**src/rtl/match_sequencer.sv**
```systemverilog
// Pong match flow controller: idle -> serve -> rally -> point/pause -> ... -> game over.
// Optional build macro RALLY_SPEEDUP_EN derives a speed level from the rally hit count.
module match_sequencer #(
  parameter int WIN_SCORE   = 9,
  parameter int SERVE_TICKS = 200,
  parameter int POINT_TICKS = 100,
  parameter int GOAL_LEFT   = 10,
  parameter int GOAL_RIGHT  = 630
) (
  input  logic       clk,
  input  logic       sysResetN,
  input  logic       tickEn,
  input  logic       startBtn,
  input  logic       pauseBtn,
  input  logic [9:0] ballX1,
  input  logic [9:0] ballX2,
  input  logic       ballDirRight,
  output logic       ballHold,
  output logic       ballRun,
  output logic       serveRight,
  output logic [3:0] p1Score,
  output logic [3:0] p2Score,
  output logic [7:0] rallyHits,
  output logic [1:0] speedLevel,
  output logic       gameOver,
  output logic       winner,
  output logic [2:0] stateOut
);

  localparam int MAX_TICKS = (SERVE_TICKS > POINT_TICKS) ? SERVE_TICKS : POINT_TICKS;
  localparam int TW        = $clog2(MAX_TICKS + 1);

  localparam logic [TW-1:0] SERVE_T = TW'(SERVE_TICKS);
  localparam logic [TW-1:0] POINT_T = TW'(POINT_TICKS);
  localparam logic [TW-1:0] TIMER_1 = TW'(1);
  localparam logic [3:0]    WIN     = 4'(WIN_SCORE);
  localparam logic [9:0]    GOAL_L  = 10'(GOAL_LEFT);
  localparam logic [9:0]    GOAL_R  = 10'(GOAL_RIGHT);

  typedef enum logic [2:0] {
    IDLE  = 3'd0,
    SERVE = 3'd1,
    RALLY = 3'd2,
    PAUSE = 3'd3,
    POINT = 3'd4,
    OVER  = 3'd5
  } state_e;

  state_e        state;
  logic [TW-1:0] timer;
  logic          start_prev, pause_prev;
  logic          start_edge, pause_edge;
  logic          dir_prev;

  assign stateOut = state;

  // NOTE: history resets to 1 so a button already held when reset releases
  // does not look like a fresh press.
  always_ff @(posedge clk or negedge sysResetN) begin
    if (!sysResetN) begin
      start_prev <= 1'b1;
      pause_prev <= 1'b1;
      start_edge <= 1'b0;
      pause_edge <= 1'b0;
      dir_prev   <= 1'b0;
    end else begin
      // NOTE: non-blocking everywhere in clocked logic so each register
      // samples the pre-edge value of its neighbours.
      start_prev <= startBtn;
      pause_prev <= pauseBtn;
      start_edge <= startBtn & ~start_prev;
      pause_edge <= pauseBtn & ~pause_prev;
      dir_prev   <= ballDirRight;
    end
  end

  always_ff @(posedge clk or negedge sysResetN) begin
    if (!sysResetN) begin
      state      <= IDLE;
      timer      <= '0;
      ballHold   <= 1'b1;
      ballRun    <= 1'b0;
      serveRight <= 1'b0;
      p1Score    <= '0;
      p2Score    <= '0;
      rallyHits  <= '0;
      gameOver   <= 1'b0;
      winner     <= 1'b0;
    end else begin
      case (state)
        IDLE, OVER: begin
          if (start_edge) begin
            state    <= SERVE;
            timer    <= SERVE_T;
            p1Score  <= '0;
            p2Score  <= '0;
            gameOver <= 1'b0;
            winner   <= 1'b0;
            ballHold <= 1'b1;
            ballRun  <= 1'b0;
          end
        end

        SERVE: begin
          if (tickEn) begin
            if (timer == TIMER_1) begin
              state     <= RALLY;
              timer     <= '0;
              rallyHits <= '0;
              ballHold  <= 1'b0;
              ballRun   <= 1'b1;
            end else begin
              timer <= timer - TIMER_1;
            end
          end
        end

        RALLY: begin
          if (ballDirRight != dir_prev && rallyHits != 8'hFF)
            rallyHits <= rallyHits + 8'd1;

          // Left goal is checked first so a simultaneous double goal scores once.
          if (ballX1 <= GOAL_L) begin
            p2Score    <= p2Score + 4'd1;
            serveRight <= 1'b0;
            ballHold   <= 1'b1;
            ballRun    <= 1'b0;
            if (p2Score + 4'd1 == WIN) begin
              state    <= OVER;
              gameOver <= 1'b1;
              winner   <= 1'b1;
            end else begin
              state <= POINT;
              timer <= POINT_T;
            end
          end else if (ballX2 >= GOAL_R) begin
            p1Score    <= p1Score + 4'd1;
            serveRight <= 1'b1;
            ballHold   <= 1'b1;
            ballRun    <= 1'b0;
            if (p1Score + 4'd1 == WIN) begin
              state    <= OVER;
              gameOver <= 1'b1;
              winner   <= 1'b0;
            end else begin
              state <= POINT;
              timer <= POINT_T;
            end
          end else if (pause_edge) begin
            state    <= PAUSE;
            ballHold <= 1'b0;
            ballRun  <= 1'b0;
          end
        end

        PAUSE: begin
          if (pause_edge) begin
            state   <= RALLY;
            ballRun <= 1'b1;
          end
        end

        POINT: begin
          if (tickEn) begin
            if (timer == TIMER_1) begin
              state <= SERVE;
              timer <= SERVE_T;
            end else begin
              timer <= timer - TIMER_1;
            end
          end
        end

        default: begin
          state    <= IDLE;
          ballHold <= 1'b1;
          ballRun  <= 1'b0;
        end
      endcase
    end
  end

`ifdef RALLY_SPEEDUP_EN
  always_ff @(posedge clk or negedge sysResetN) begin
    if (!sysResetN)
      speedLevel <= '0;
    else if (rallyHits[7:4] != 4'd0)
      speedLevel <= 2'd3;
    else
      speedLevel <= rallyHits[3:2];
  end
`else
  assign speedLevel = 2'd0;
`endif

endmodule

```
**config.mk**
```make
export PLATFORM = sky130hd
export DESIGN_NAME = match_sequencer
export DESIGN_NICKNAME = d
export VERILOG_FILES = /design/src/rtl/match_sequencer.sv
export SDC_FILE = /design/constraint.sdc
export NUM_CORES = 1
export LEC_CHECK = 0
export CORE_MARGIN = 4
export CORE_UTILIZATION = 50
export DETAILED_ROUTE_END_ITERATION = 7
export PLACE_DENSITY_LB_ADDON = 0.2
export SYNTH_ARGS = -nofsm -noshare
export SYNTH_HDL_FRONTEND = slang
export SYNTH_SLANG_ARGS = --single-unit
```
**constraint.sdc**
```tcl
create_clock -name clk -period 2.4 [get_ports clk]
set_input_delay 0.24 -clock clk [delete_from_list [all_inputs] [get_ports clk]]
set_output_delay 0.24 -clock clk [all_outputs]
set_load 0.01 [all_outputs]
```
==> key figures <==
Run status
  • Status: completed

GRT
  • First-pass GRT wire length: 9000 um
  • Remaining global-route overflow: 0
  • Largest net degree at the start of global routing: 38
  • Initial antenna violation count: 0
  • GRT Overall Usage: 0.213
  • Vias in the first global route: slightly below 2000

Timing
  • Setup TNS: 0 ps
  • Min Tclk post-route: approximately 2300 ps
  • Worst Hold Margin: 49.6 ps
  • Fmax: ~440 MHz
  • Worst-margin pin slew: 837 ps
  • Worst Skew: 7.91 ps
  • Final hold violation count: 0
  • Final WS setup: 138 ps
  • RSZ-0062 raised after global routing: no
  • Final setup violation count: 0
  • Max_slew headroom: 0.442
  • Slew Limit Fails: 0
  • Final period util: 0.943

Drt
  • DR pass1 iterations: 4
  • Routed length on met2: roughly 2600 um
  • DRC violations left: 0
  • Avg WL per Cell: 14.7 um
  • Met3 Wirelength: roughly 300 um
  • Post-Route WL: between 5000 and 6000 um
  • Max Used Layer: met4
  • Starting DRC count in detailed routing: 90
  • Routed Antenna Nets: 0
  • M1 WL: 2470 um
  • Via density: 5.63
  • Via count: about 2100

Pwr
  • Pwr Total: between 2 and 3 mW
  • Peak VDD IR: a little over 700 uV
  • Leak: between 1 and 1.5 nW
  • Pwr per Cell Area: ~900 mW/mm^2

Setup path
  • RR Endpoint: timer[4]$_DFFE_PN0P_
  • Arr. time, crit path: 2490 ps
  • Reg-to-Reg Start: p1Score[0]$_DFFE_PN0P_
  • CP endpoint kind: register
  • Worst-path fanout max: 7
  • WS Path Type: register to register
  • R2R depth: 7
  • Flop2flop setup slack: 140 ps
  • WP data required: 2630 ps
  • Critical Path Start Type: register
  • Worst Setup SP: p1Score[0]$_DFFE_PN0P_

Clock tree
  • Hold_buf cts: 0
  • H-Tree Depth: 2
  • Clock latency on the worst-skew pair: 290 ps
  • CTS tree: built
  • Worst-path clk slew: about 80 ps
  • Num CTS Buffers: 5
  • CTS sink cnt: 37
  • CTS max path bufs: 2
  • Post-CTS Setup Bufs: 0
  • Root Buffer: clkbuf_8

Logic synthesis
  • Most used DFF post-synth: dfrtp_1
  • Netlist cell types: 52
  • Syn_area_per_cell: 8.63 um^2
  • Mapped Cells: 255
  • XOR/XNOR Fraction of Synth Area: 0.0279
  • Largest family of logic cells by synthesized area: simple AND/OR/NAND/NOR gates
  • Seq/Total Area, Yosys: 0.423
  • Proportion of synthesized area in mux cells: 0.00967
  • Top-count cell post-synth: dfrtp_1
  • Area leader, netlist: dfrtp_1
  • Number of flops mapped to enable cells by yosys: 0
  • Synth top area cells: dfrtp_1 (39%), o21ai_0 (6.8%), nor2_1 (4.9%)
  • Synth Cell Area: 0.00220 mm^2
  • Synthesis-stage register bit count: 37
  • Top-area cell type share of the netlist area: 0.387
  • Synth Area in Simple Gates: 0.233
  • Async SR Flop Fraction: 1.00
  • Synth Area in Compound Gates: 0.227
  • Synthesis warning total: 0
  • Commonest cells in the synthesized netlist: dfrtp_1 (34), o21ai_0 (30), nor2_1 (29)
  • Adder-cell area share of the yosys netlist: 0.0398

Cells and area
  • Diode count: 0
  • Nets@finish: 352
  • Register Area: roughly 930 um^2
  • Layout cells sized above 1: 0.106
  • Footprint of the multi-input gates: between 0.001 and 0.0015 mm^2
  • Fin util: 0.714
  • FILL cells: 346
  • Design area: 0.00294 mm^2
  • Synth-to-layout area growth: 33.5%
  • Post-Layout Cell Count: 370

Placed design
  • I/O Buffers: 48
  • Pre-CTS WS: roughly 94 ps
  • Final HPWL DP: approximately 4000 um
  • RePlAce Congestion: ~0.9
  • Placed insts: 362
  • Placed cell areas: 0.00281 mm^2

Floorplanning
  • Die footprint: 0.00552 mm^2
  • Ports: 52
  • Row count: 23
  • Core area: 0.00412 mm^2
  • Die height: 74.3 um
  • Starting Density: 0.535
  • Die X: 74.3 um

Flow run
  • Max-Cap Viols: 0

Worst hold path
  • Worst min path class: primary input to asynchronous set/reset pin
[report_power, final]
group	leakage [nW]	switching [mW]	total [mW]	internal, mW
registers	0.476	0.183	0.954	0.771
logic	0.690	0.605	1.15	0.540
clock network	0.0574	0.224	0.562	0.338
total	1.22	1.01	2.66	1.65
[worst max path at each step]
stage | endpoint | slack, ps
6_report | timer[4]$_DFFE_PN0P_ | 140
5_1_grt | timer[2]$_DFFE_PN0P_ | 10
4_1_cts | timer[4]$_DFFE_PN0P_ | 150
3_5_place_dp | timer[4]$_DFFE_PN0P_ | 90
3_3_place_gp | timer[4]$_DFFE_PN0P_ | 120
2_1_floorplan | timer[4]$_DFFE_PN0P_ | 200
[kinds of logic (layout without fill, tap and decap cells)]
family | after synthesis | count (layout)
buffers and inverters | 19 | 83
adders and majority gates | 7 | 7
xor gates and xnor gates | 7 | 7
other | 1 | 2
AOI/OAI and AO/OA | 77 | 77
muxes | 2 | 2
DFF | 37 | 37
and+or+nand+nor | 105 | 105
[sequential cells by signal, summed over array words and instances (netlist names)]
register	flops
start_edge	1
pause_edge	1
serveRight	1
gameOver	1
dir_prev	1
winner	1
ballRun	1
stateOut	3
p1Score	4
ballHold	1
timer	8
p2Score	4
pause_prev	1
start_prev	1
rallyHits	8
[worst max-delay path, cell delays in order, from the launching register on]
cell and delay [ps]:
dfrtp_1 460, ha_1 270, or2_0 130, o21ai_1 80, a311o_1 350, a221o_1 330, or4_1 500, nand3_1 90
[metal layers]
metal / up-vias / track usage
li1: 1045 / -
met4: 0 / 0.0751
met1: 987 / 0.271
met3: 7 / 0.0392
met5: - / 0
met2: 45 / 0.363
[repair_timing]
| action | in CTS | in global routing |
|---|---|---|
| gates resized for setup | 0 | 1 |
| endpoints found under the hold margin | 0 | 0 |
| endpoints found under the setup margin | 0 | 2 |
[area by class of cell]
cell class / count / area share
timing repair buffer: 62 / 0.198
clock buffer: 6 / 0.0281
sequential: 37 / 0.317
multi-input combinational: 200 / 0.407
tap: 50 / 0.0213
inverter: 13 / 0.0166
clock inverter: 2 / 0.0128
[cells in the final DEF (no fill, tap or decap), drive strengths merged, types with 3 or more instances in the layout]
master and instances:
a21oi 13, and2 4, buf 15, clkbuf 6
clkdlybuf4s50 47, dfrtp 34, dfstp 3, ha 7
inv 13, nand2 28, nand2b 3, nand3 13
nor2 29, nor2b 4, nor3 10, nor3b 3
o211ai 4, o21ai 32, o31ai 3, xor2 7
(Power assumes the default switching activity.)
==> patch 1: new RTL, config.mk and constraints unchanged <==
The option `RALLY_SPEEDUP_EN` is turned on by a define.
--- a/src/rtl/match_sequencer.sv
+++ b/src/rtl/match_sequencer.sv
@@ -1,4 +1,6 @@
 // Pong match flow controller: idle -> serve -> rally -> point/pause -> ... -> game over.
 // Optional build macro RALLY_SPEEDUP_EN derives a speed level from the rally hit count.
+`define RALLY_SPEEDUP_EN
+
 module match_sequencer #(
   parameter int WIN_SCORE   = 9,
Function: no difference found for any inputs over 10 cycles, from zero or initial values and one cycle with sysResetN low; that may be too few to reach the edited logic, so the function may still have changed.
==> patch 1 against the original RTL <==
Power is 7.9% higher; final area is 3.9% higher; routed wire length is 1.6% higher; area after synthesis is 5.7% higher; cell count is 0.81% lower; global-route usage is 1.7 points lower; sequential cell count is 2 higher; worst setup slack better by 0.070 ns; largest power group unchanged.
==> patch 1: results (changes against the original RTL) <==
detailed_routing:
  first_iter_violations: 130  # +44%
  wl_per_cell_um: 15.1  # +2.4%
  via_per_inst: 5.81  # +3.1%
  wl_mm: 5.53  # +1.6%
placement:
  portBuffers: 50  # +4.2%
  dp_cells: 359  # -0.83%
  post-place-ws_ns: 0.143  # +0.0489 ns
  dp_hpwl_mm: 4.16  # +3.8%
  place_area_mm2: 0.00294  # +4.6%
  gp_congestion: 0.853  # -5.4%
yosys:
  yosys_most_used_dff: "dfrtp_1"
  yosys-top-cells-count: "36 x dfrtp_1, 29 x o21ai_0, 20 x nand2_1"
  ys_seq_area_frac: 0.421  # -0.00122
  synth_cell_type_count: 58  # +12%
  synth_area_leaders: "dfrtp_1 39%, o21ai_0 6.2%, ha_1 3.8%"
  synthCells: 251  # -1.6%
power_and_ir_drop:
  power.total_w: 0.00287  # +7.9%
  seq-power_w: 0.000997  # +4.5%
  p_sw_frac: 0.382  # +0.00179
  p_leak_nw: 1.29  # +5.7%
  vdd_ir_drop_max_v: 0.000624  # -13%
  clock_power_share: 0.190  # -0.021
final_layout:
  drive_gt1_frac: 0.121  # +0.0144
  nets: 347  # -1.4%
global_routing:
  grt_max_degree: 40  # +5.3%
  grt_pass1_wl_mm: 9.58  # +6.4%
  grt.total_usage: 0.196  # -0.0170
  grt_pass1_vias: 2137  # +8.8%
critical_path:
  critPathMaxStageDelay_ns: 0.44  # -0.06 ns
  timing.rr.end: "timer[7]"
  cp_max_fo: 7  # unchanged
  reg2reg_slack_ns: 0.21  # +0.07 ns
  arrival_ns: 2.36  # -0.13 ns
  cp_slowest_cell: "dfrtp_1"
sta:
  fin_worst_skew_ns: 0.00681  # -0.00110 ns
  worstMarginPinSlew_ns: 0.853  # +0.0156 ns
  hold_slack_ns: 0.0545  # +0.00482 ns
status:
  status: "finished, final reports clean"
==> patch 1: changes by cell type after synthesis, sizes merged, moves of 5 or more <==
cell    delta
nand3      -6
nand2      -8
nor2       -9
nand2b     +5
==> patch 1: cell type report <==
class	count	area [um2]	area share
repair buffers	65	608	0.199
inverters	9	33.8	0.0111
flip-flops and latches	39	980	0.321
clock inverters	2	37.5	0.0123
clock buffers	6	72.6	0.0238
multi-input cells	194	1250	0.411
well taps	52	65.1	0.0213
==> patch 1: kinds of logic (layout without fill, tap and decap cells) <==
| group | after synthesis | after routing | synth area share |
|---|---|---|---|
| xor+xnor | 8 | 8 | 0.0301 |
| buf+inv | 18 | 82 | 0.0387 |
| simple gates | 94 | 94 | 0.220 |
| flops | 39 | 39 | 0.421 |
| mux | 4 | 4 | 0.0183 |
| compound gates | 81 | 81 | 0.234 |
| fa+ha+maj | 7 | 7 | 0.0377 |
==> patch 1: worst max-delay path: cells and delay by family (launching register included) <==
kind | cells | cell delay [ns]
fa+ha+maj | 1 | 0.28
compound gates | 4 | 0.73
mux | 1 | 0.33
simple gates | 1 | 0.30
flops | 1 | 0.44
==> patch 1: worst max-delay path by stage <==
stage | cells past startpoint | endpoint | slack (ns)
after floorplan | 7 | timer[7] | 0.29
after global placement | 7 | timer[7] | 0.17
after detailed placement | 7 | timer[7] | 0.14
after CTS | 7 | timer[7] | 0.19
after global routing | 8 | timer[5] | 0.09
final | 7 | timer[7] | 0.21
==> patch 1: metal layers <==
layer	track usage	routed length, um	vias up	share of wire
met5	0	0	-	0
met4	0.0629	48	0	0.0087
met3	0.0449	275	4	0.050
met2	0.326	2780	63	0.50
met1	0.250	2430	1024	0.44
li1	-	-	1041	-
==> patch 2: new RTL, same settings <==
Without the edit above. Register the inputs `tickEn`, `startBtn`, `pauseBtn`, `ballX1`, `ballX2` and `ballDirRight` before use. The logic sees them one clock later.
--- a/src/rtl/match_sequencer.sv
+++ b/src/rtl/match_sequencer.sv
@@ -47,4 +47,20 @@
   } state_e;
 
+  logic tickEn_q;
+  logic startBtn_q;
+  logic pauseBtn_q;
+  logic [9:0] ballX1_q;
+  logic [9:0] ballX2_q;
+  logic ballDirRight_q;
+
+  always_ff @(posedge clk) begin
+    tickEn_q       <= tickEn;
+    startBtn_q     <= startBtn;
+    pauseBtn_q     <= pauseBtn;
+    ballX1_q       <= ballX1;
+    ballX2_q       <= ballX2;
+    ballDirRight_q <= ballDirRight;
+  end
+
   state_e        state;
   logic [TW-1:0] timer;
@@ -67,9 +83,9 @@
       // NOTE: non-blocking everywhere in clocked logic so each register
       // samples the pre-edge value of its neighbours.
-      start_prev <= startBtn;
-      pause_prev <= pauseBtn;
-      start_edge <= startBtn & ~start_prev;
-      pause_edge <= pauseBtn & ~pause_prev;
-      dir_prev   <= ballDirRight;
+      start_prev <= startBtn_q;
+      pause_prev <= pauseBtn_q;
+      start_edge <= startBtn_q & ~start_prev;
+      pause_edge <= pauseBtn_q & ~pause_prev;
+      dir_prev   <= ballDirRight_q;
     end
   end
@@ -103,5 +119,5 @@
 
         SERVE: begin
-          if (tickEn) begin
+          if (tickEn_q) begin
             if (timer == TIMER_1) begin
               state     <= RALLY;
@@ -117,9 +133,9 @@
 
         RALLY: begin
-          if (ballDirRight != dir_prev && rallyHits != 8'hFF)
+          if (ballDirRight_q != dir_prev && rallyHits != 8'hFF)
             rallyHits <= rallyHits + 8'd1;
 
           // Left goal is checked first so a simultaneous double goal scores once.
-          if (ballX1 <= GOAL_L) begin
+          if (ballX1_q <= GOAL_L) begin
             p2Score    <= p2Score + 4'd1;
             serveRight <= 1'b0;
@@ -134,5 +150,5 @@
               timer <= POINT_T;
             end
-          end else if (ballX2 >= GOAL_R) begin
+          end else if (ballX2_q >= GOAL_R) begin
             p1Score    <= p1Score + 4'd1;
             serveRight <= 1'b1;
@@ -162,5 +178,5 @@
 
         POINT: begin
-          if (tickEn) begin
+          if (tickEn_q) begin
             if (timer == TIMER_1) begin
               state <= SERVE;
Function: changed (Yosys sat finds a counterexample within 4 cycles, from zero or initial values and one cycle with sysResetN low).
==> patch 2 against the original RTL <==
Via count increased by 2.8%; routed wire length increased by 2.7%; worst setup slack improved by 0.14 ns; area after synthesis increased by 23%; power increased by 37%; sequential power increased by 47%; final area increased by 19%; clock power increased by 52%; worst hold slack got worse by 0.047 ns; sequential share of layout area increased by 8.0 points; sequential cell count increased by 23; first-iteration DRC count increased by 50%; critical path type unchanged; highest routed layer unchanged.
==> patch 2: results (changes against the original RTL) <==
sta:
  max_slew_margin: 0.453  # +0.0106
final_layout:
  top_regs: "ballX1_q: 10 flops, ballX2_q: 9 flops"
  nets: 364  # +3.4%
power_and_ir_drop:
  p_leak_nw: 1.51  # +24%
  vdd_ir_drop_max_v: 0.000622  # -14%
  power-per-cell-area_mw_per_mm2: 1040  # +15%
  p_sw_frac: 0.358  # -0.0221
yosys:
  synth_area_leaders: "dfrtp_1 31%, dfxtp_1 17%, a21oi_1 3.9%"
  async_reset_ff_frac: 0.617  # -0.383
  synthAdderAreaFrac: 0.0323  # -0.00747
  synth_xor_area_frac: 0.0319  # +0.00401
detailed_routing:
  first_iter_violations: 135  # +50%
  via_per_inst: 5.28  # -6.3%
  met2_length_mm: 2.59  # -0.42%
  met1_length_mm: 2.57  # +3.9%
clock_tree:
  htree_levels: 3  # +1
  clk_latency_ns: 0.33  # +0.04 ns
global_routing:
  use_met3: 0.0482  # +0.00906
  grtUsageMet1: 0.254  # -0.0169
  grt_pass1_wl_mm: 9.43  # +4.7%
  grt.total_usage: 0.188  # -0.0250
  grt.met2_usage: 0.285  # -0.0782
placement:
  dp_hpwl_mm: 3.99  # -0.37%
  post-place-ws_ns: 0.273  # +0.179 ns
  dp_cells: 390  # +7.7%
status:
  status: "finished, final reports clean"
[patch 2: final timing paths]
check / from / to / slack, ns / depth (start not counted)
max reg2reg: timer[2] / stateOut[0] / 0.28 / 6
max in group asynchronous: sysResetN / rallyHits[0] / 1.87 / 1
min reg2reg: pauseBtn_q / pause_prev / 0.31 / 0
min in group clk: pauseBtn_q / pause_prev / 0.31 / 0
max: timer[2] / stateOut[0] / 0.28 / 6
min: sysResetN / p1Score[2] / 0.003 / 1
[patch 2: area by class of cell]
type | count | area [um2] | area share
well taps | 70 | 87.6 | 0.0250
flip-flops and latches | 60 | 1390 | 0.397
clock buffers | 11 | 163 | 0.0464
multi-input cells | 195 | 1250 | 0.358
clock inverters | 5 | 31.3 | 0.00893
inverters | 7 | 26.3 | 0.00750
repair buffers | 58 | 551 | 0.157
[patch 2: worst max-delay path: cells and delay by family (launching register included)]
kind / cells / cell delay, ns
AOI/OAI and AO/OA: 2 / 0.29
DFF: 1 / 0.44
muxes: 1 / 0.31
and+or+nand+nor: 3 / 0.97
